===== config.mk =====
export PLATFORM = sky130hd
export DESIGN_NAME = alu_arbiter
export DESIGN_NICKNAME = d
export VERILOG_FILES = /design/src/rtl/alu_arbiter.sv
export SDC_FILE = /design/constraint.sdc
export NUM_CORES = 1
export LEC_CHECK = 0
export CAP_MARGIN = 0
export CORE_ASPECT_RATIO = 0.5
export CORE_UTILIZATION = 38
export DETAILED_ROUTE_END_ITERATION = 10
export PLACE_DENSITY = 0.84
export SETUP_SLACK_MARGIN = 0.1
export SYNTH_ARGS = -nofsm -noshare
export SYNTH_HDL_FRONTEND = slang
export SYNTH_SLANG_ARGS = --single-unit

===== constraint.sdc =====
create_clock -name clk -period 2.3 [get_ports clk]
set_input_delay 0.46 -clock clk [delete_from_list [all_inputs] [get_ports clk]]
set_output_delay 0.46 -clock clk [all_outputs]
set_load 0.1 [all_outputs]

===== src/rtl/alu_arbiter.sv =====
// -----------------------------------------------------------------------------
// alu_arbiter
//   Shares one external Alu between two requesters. Round-robin grant in IDLE,
//   registered operands launched to the Alu, result captured exactly ALU_LAT
//   clock edges after the accept edge, then held in a per-requester response
//   register until that requester consumes it. One operation is in flight at a
//   time (IDLE -> EXEC -> RESP -> IDLE).
//
// Ports
//   clk, rst_n                     clock (rising edge), async active-low reset
//   reqN_valid/ready               requester N operation handshake (N = 0, 1)
//   reqN_a/b/sel                   requester N operands and opcode
//   rspN_valid/ready               requester N result handshake
//   rspN_out/cout/z                requester N result, carry, zero flag
//   alu_a/alu_b/alu_sel            registered operands driven to the Alu
//   alu_out/alu_cout/alu_z         Alu result, sampled at the end of EXEC
//   busy                           high whenever the FSM is not IDLE
// -----------------------------------------------------------------------------
module alu_arbiter #(
    parameter int WIDTH   = 32,
    parameter int SEL_W   = 4,
    parameter int ALU_LAT = 1
) (
    input  logic             clk,
    input  logic             rst_n,

    input  logic             req0_valid,
    output logic             req0_ready,
    input  logic [WIDTH-1:0] req0_a,
    input  logic [WIDTH-1:0] req0_b,
    input  logic [SEL_W-1:0] req0_sel,

    input  logic             req1_valid,
    output logic             req1_ready,
    input  logic [WIDTH-1:0] req1_a,
    input  logic [WIDTH-1:0] req1_b,
    input  logic [SEL_W-1:0] req1_sel,

    output logic             rsp0_valid,
    input  logic             rsp0_ready,
    output logic [WIDTH-1:0] rsp0_out,
    output logic             rsp0_cout,
    output logic             rsp0_z,

    output logic             rsp1_valid,
    input  logic             rsp1_ready,
    output logic [WIDTH-1:0] rsp1_out,
    output logic             rsp1_cout,
    output logic             rsp1_z,

    output logic [WIDTH-1:0] alu_a,
    output logic [WIDTH-1:0] alu_b,
    output logic [SEL_W-1:0] alu_sel,
    input  logic [WIDTH-1:0] alu_out,
    input  logic             alu_cout,
    input  logic             alu_z,

    output logic             busy
);

    // lat_cnt only ever holds ALU_LAT-1 down to 0.
    localparam int                CNT_W    = (ALU_LAT > 1) ? $clog2(ALU_LAT) : 1;
    localparam logic [CNT_W-1:0]  LAT_INIT = CNT_W'(ALU_LAT - 1);

    typedef enum logic [1:0] {
        IDLE = 2'd0,
        EXEC = 2'd1,
        RESP = 2'd2
    } state_t;

    state_t           state_q;
    state_t           state_d;
    logic             last_grant;   // 1 = requester 1 was served last
    logic             owner;        // requester owning the op in flight
    logic [CNT_W-1:0] lat_cnt;

    logic             gnt0;
    logic             gnt1;
    logic             accept;
    logic             rsp_hs;

    // Round-robin: under contention the requester that was not served last
    // wins; a lone requester always wins, so it can be served back-to-back.
    // NOTE: every always_comb output gets a default first so no path can
    // leave it unassigned and infer a latch.
    always_comb begin
        gnt0 = 1'b0;
        gnt1 = 1'b0;
        if (req0_valid && req1_valid) begin
            gnt0 = last_grant;
            gnt1 = !last_grant;
        end else begin
            gnt0 = req0_valid;
            gnt1 = req1_valid;
        end
    end

    // Ready is forced low during reset so every output reads 0 while rst_n is low.
    assign req0_ready = rst_n && (state_q == IDLE) && gnt0;
    assign req1_ready = rst_n && (state_q == IDLE) && gnt1;
    assign accept     = (state_q == IDLE) && (gnt0 || gnt1);
    assign rsp_hs     = owner ? (rsp1_valid && rsp1_ready) : (rsp0_valid && rsp0_ready);
    assign busy       = (state_q != IDLE);

    // State register.
    // NOTE: sequential state uses non-blocking assignments so every register
    // samples pre-edge values regardless of process ordering.
    always_ff @(posedge clk or negedge rst_n) begin
        if (!rst_n) begin
            state_q <= IDLE;
        end else begin
            state_q <= state_d;
        end
    end

    // Next-state logic.
    always_comb begin
        state_d = state_q;
        case (state_q)
            IDLE:    if (accept)        state_d = EXEC;
            EXEC:    if (lat_cnt == '0) state_d = RESP;
            RESP:    if (rsp_hs)        state_d = IDLE;
            default:                    state_d = IDLE;
        endcase
    end

    // Datapath: operand launch, result capture, response handshake.
    // NOTE: every datapath/output register is reset here because all outputs
    // must read 0 during reset; there is no memory array to leave un-reset.
    always_ff @(posedge clk or negedge rst_n) begin
        if (!rst_n) begin
            last_grant <= 1'b1;
            owner      <= 1'b0;
            lat_cnt    <= '0;
            alu_a      <= '0;
            alu_b      <= '0;
            alu_sel    <= '0;
            rsp0_valid <= 1'b0;
            rsp0_out   <= '0;
            rsp0_cout  <= 1'b0;
            rsp0_z     <= 1'b0;
            rsp1_valid <= 1'b0;
            rsp1_out   <= '0;
            rsp1_cout  <= 1'b0;
            rsp1_z     <= 1'b0;
        end else begin
            case (state_q)
                IDLE: begin
                    if (accept) begin
                        // alu_* then stay frozen until the next accept.
                        alu_a   <= gnt0 ? req0_a   : req1_a;
                        alu_b   <= gnt0 ? req0_b   : req1_b;
                        alu_sel <= gnt0 ? req0_sel : req1_sel;
                        owner   <= gnt1;
                        lat_cnt <= LAT_INIT;
                    end
                end
                EXEC: begin
                    if (lat_cnt == '0) begin
                        if (owner) begin
                            rsp1_out   <= alu_out;
                            rsp1_cout  <= alu_cout;
                            rsp1_z     <= alu_z;
                            rsp1_valid <= 1'b1;
                        end else begin
                            rsp0_out   <= alu_out;
                            rsp0_cout  <= alu_cout;
                            rsp0_z     <= alu_z;
                            rsp0_valid <= 1'b1;
                        end
                    end else begin
                        lat_cnt <= lat_cnt - 1'b1;
                    end
                end
                RESP: begin
                    if (rsp_hs) begin
                        rsp0_valid <= 1'b0;
                        rsp1_valid <= 1'b0;
                        last_grant <= owner;
                    end
                end
                default: ;
            endcase
        end
    end

endmodule


**Word-level counts from Yosys, hierarchy flattened**

Index checks and enable logic that the tools add are counted.

- Register bits: 143
- Input port bits: 176
- Output and inout port bits: 141
- Word-level logic and storage cells: 66

- Add/subtract/negate cells: 1
- Eq/ne operators: 7
- Mux-type cells: 20
- Bitwise logic cells: 2
- Reductions and logical operators: 21

Operator list:

| cell | number |
|---|---|
| $mux 32 | 2 |
| $mux 1 | 10 |
| $ne 2x2->1 const B | 5 |
| $reduce_and 3->1 | 3 |
| $reduce_and 4->1 | 2 |
| $logic_and 1x1->1 | 7 |
| $mux 2 | 3 |
| $pmux 1 s2 | 3 |
| $pmux 2 s3 | 1 |
| $reduce_and 2->1 | 3 |
| $reduce_bool 2->1 | 3 |
| $mux 4 | 1 |
| $eq 2x1->1 const B | 1 |
| $eq 2x2->1 const B | 1 |
| $logic_not 2->1 | 1 |
| $not 1->1 | 2 |
| $logic_not 1->1 | 1 |
| $logic_or 1x1->1 | 1 |
| $sub 1x1->1 const B | 1 |

**Logic depth before layout (Yosys ltp)**

Gate-level depths: netlist of the first run.

- Word-level depth: 6
- Depth in mapped cells: 8
- Gate-level depth less buffers: 3

**Worst setup path before layout of the first run**

Ideal clock, no wire load.

- Path type: reg2out
- From: register state_q[0]
- To: output port req0_ready
- Arrival: 3.188 ns
- Setup slack: -1.348 ns
- Cell stages (with the launch flop): 6
- Path buffers: 2
- Cells stage by stage: dfrtp_1 nor2_1 clkbuf_1 clkbuf_1 nand2_1 nor3_1

- Longest elaborated chain between the ends: 3

Ends and longest elaborated chain:

| what | RTL line | RTL |
|---|---|---|
| from (decl) | 71 | `state_t state_q;` |
| from (signal assigned) | 112 | `state_q <= state_d;` |
| $logic_not 2->1 | 99 | `assign req0_ready = rst_n && (state_q == IDLE) && gnt0;` |
| $logic_and 1x1->1 (2 in a row) | 99 |  |
| to (decl) | 28 | `output logic req0_ready,` |

Every way passes these cells.

**Final worst setup path of the first run**

- From: register state_q[1]
- To: output port req0_ready

The elaborated chain is that of the path after synthesis.

==> results.md, run 1 <==
* Clock sink total at 142
* Flip-flop and latch count after synthesis at 142
* Clock buffer count from CTS at 17
* Min-Delay Path Class: primary input to asynchronous set/reset pin
* Proportion of synthesized chip area in sequential cells at 0.571
* Crit path time final at 2.08 ns
* Sequential cell area in the final layout at 3550 sq um
* Hold Violations, Final at 0
* Clock Root Buffer: clkbuf_16
* Vias per inst at 5.44
* Required time reported for the critical path endpoint at 1.84 ns
* Endpoints failing setup at 0
* Via count of the first global-routing pass at 5,787
* Result of the run: completed
* Clk pin slew, worst setup/hold paths at 0.07 ns
* Row count at 32
* Die Wd at 183 um
* Post-synth design cell area at 6220 sq um
* CTS tree: built
* Post-route standard cell area excluding fillers at 9880 sq um
* Total Neg Setup Slack at 0 ns
* H-tree Lvls at 4
* Longest Clk Path Bufs at 2
* Proportion of layout cells with a drive suffix above 1 at 0.308
* Unrepaired setup endpoints after global routing: no
* Library cells used by synthesis at 24
* End-of-flow core utilization at 0.630
* Net count of the mapped netlist at 750
* Synth top area cells: dfrtp_1 57%, mux2_2 12%, a31oi_1 6.9%, a21oi_1 5.7%, nand3_1 5.6%
* Aggregate routed wire length at 20.0 mm
* Area share of the largest cell type after synthesis at 0.567
* ANT cells at 0
* Number of nets at the end of the flow at 1,043
* Async set or reset register ratio after synthesis at 1.00
* Max-slew violation total from the final report at 0
* Maximum Capacitance Violations at 0
* Transition time at the pin with the least slew margin at 0.578 ns
* Crit Path Max Fanout at 8
* Drt first pass iters at 5
* Peak Freq at 480 MHz
* Boundary Pins at 317
* Total gr overflow at 0
* Via count at 5,984
* Count of buffers added by post-CTS timing repair for setup at 0
* Most frequently used cell type in the post-synthesis netlist: dfrtp_1
* Most frequent cells after synthesis: 141 x dfrtp_1, 71 x a21oi_1, 70 x nand3_1, 70 x o21ai_0, 69 x a31oi_1
* Cell type with the highest aggregate area in the netlist: dfrtp_1
* Count of hold-fix buffers inserted at cts at 0
* Layout Area Growth over Synthesis at 58.9%
* Critical path class: register to primary output
* Gr usage total at 0.232
* Number of port buffers at 316
* Final worst clock skew at 0.0170 ns
* Die area at 16,900 sq um
* Filler instances at 1,274
* Pin count of the biggest net entering global routing at 110
* Mean cell area of the mapped netlist at 10.8 sq um
* Initial standard-cell utilization of the core at 0.396
* Final routed DRC violation total at 0
* Total half-perimeter wirelength after legalization and detailed placement at 14.1 mm
* Arr. time, crit path at 1.62 ns
* Number of instances in the synthesized netlist at 574
* Clock latency at the later pin of the worst-skew pair at 0.41 ns
* Footprint of the multi-input gates at 2400 sq um
* Count of antenna-violating nets left after detailed routing at 0
* Count of cells resized by post-cts repair at 0
* Post-route clock period utilization at 0.906
* Height of the die at 92.5 um
* Wire length of the first global-routing pass at 30.9 mm
* Routed WL per cell at 18.2 um
* Gp weighted congestion at 0.826
* Dpl cell area at 9310 sq um
* Slew headroom at 0.615
* Warning count from the yosys run at 0
* Number of enable-type register cells in the synthesized netlist at 0
* Primary FF master, synth: dfrtp_1
* Core Area at 15,700 sq um
* Endpoint type of the worst setup path: primary output
* Number of antenna violations at the first check in global routing at 0
* First-iteration detailed-routing DRC count at 334
* CP Launch Type: register
## state kept, by name, indices dropped and copies added (netlist names), 2 cells and up
register,cells
rsp1_out,32
alu_b,32
alu_a,32
alu_sel,4
state_q,2
rsp0_out,32
## through the flow
stage	instances	hold WS [ns]	setup slack, ns
finish	1101	0.118	0.216
CTS	1101	0.127	0.172
floorplan	574	0.164	0.102
detailed placement	1069	0.493	0.197
global route	1101	0.140	0.113
global placement	1069	0.489	0.275
## routing by layer
metal	track usage	vias to the layer above	wire, um
met2	0.402	273	10200
li1	-	2710	-
met4	0.0979	0	670
met1	0.289	2947	8110
met5	0	-	0
met3	0.0393	54	1000
## cell type report
cell class	instances	share of cell area
tap	221	0.0280
clock buffer	18	0.0444
inverter	4	0.00152
multi-input combinational	367	0.243
clock inverter	14	0.0137
timing repair buffer	335	0.310
sequential	142	0.360
## worst max-delay path: stages, from the launching register on
cell     delay, ns
dfrtp_1       0.46
nor2_4        0.23
nand2_1       0.12
nor3_4        0.20
buf_12        0.20
## worst paths after layout
kind | from | endpoint | slack, ns | cells after the start
setup / recovery | state_q[1]$_DFFE_PN0P_ | req0_ready | 0.22 | 4
hold / removal | rst_n | alu_sel[1]$_DFFE_PN0P_ | 0.12 | 2
setup reg to reg | state_q[1]$_DFFE_PN0P_ | rsp0_cout$_DFFE_PN0P_ | 0.56 | 4
hold reg to reg | rsp1_out[13]$_DFFE_PN0P_ | rsp1_out[13]$_DFFE_PN0P_ | 0.51 | 1
max in group asynchronous | rst_n | alu_b[19]$_DFFE_PN0P_ | 1.72 | 2
min in group clk | req0_valid | alu_b[4]$_DFFE_PN0P_ | 0.46 | 3
## cell families (layout without fill, tap and decap cells)
family                 after synthesis  in the layout  synth area share
buffers and inverters               65            371            0.0485
multiplexers                        69             69             0.125
flip-flops                         142            142             0.571
AO/OA/AOI/OAI                      212            212             0.186
AND/OR/NAND/NOR                     86             86            0.0700
## cells in the final DEF (no fill, tap or decap)
cell type / n
a31oi_1: 69
nor3_4: 1
clkinv_1: 1
inv_6: 5
a21oi_1: 71
clkbuf_16: 17
and4_1: 1
o21bai_1: 1
nor2_1: 1
nand3_1: 69
buf_2: 1
buf_12: 9
nand2_1: 4
clkbuf_8: 1
clkdlybuf4s50_1: 173
and2_2: 1
inv_8: 6
clkinvlp_4: 2
or2_2: 1
clkinv_4: 1
inv_1: 3
mux2i_1: 1
buf_4: 151
nor2b_1: 1
dfstp_2: 1
nand2b_1: 2
mux2_2: 68
nor2_4: 2
o21ai_0: 70
nand2b_2: 1
dfrtp_1: 141
and2b_2: 1
buf_6: 1
nand3_2: 1
a32o_1: 1
Power of run 1 is left out: the tool's default activity adds up to more than one toggle a clock period on the data nets, which glitch-free logic cannot reach.
==> run 2: changes to the inputs <==
SLEW_MARGIN = 40   (was default)
==> results of run 2 <==
Same layout as run 1: the final DEF is identical, and so are final timing and power.
Power of run 2 is left out for the same reason.
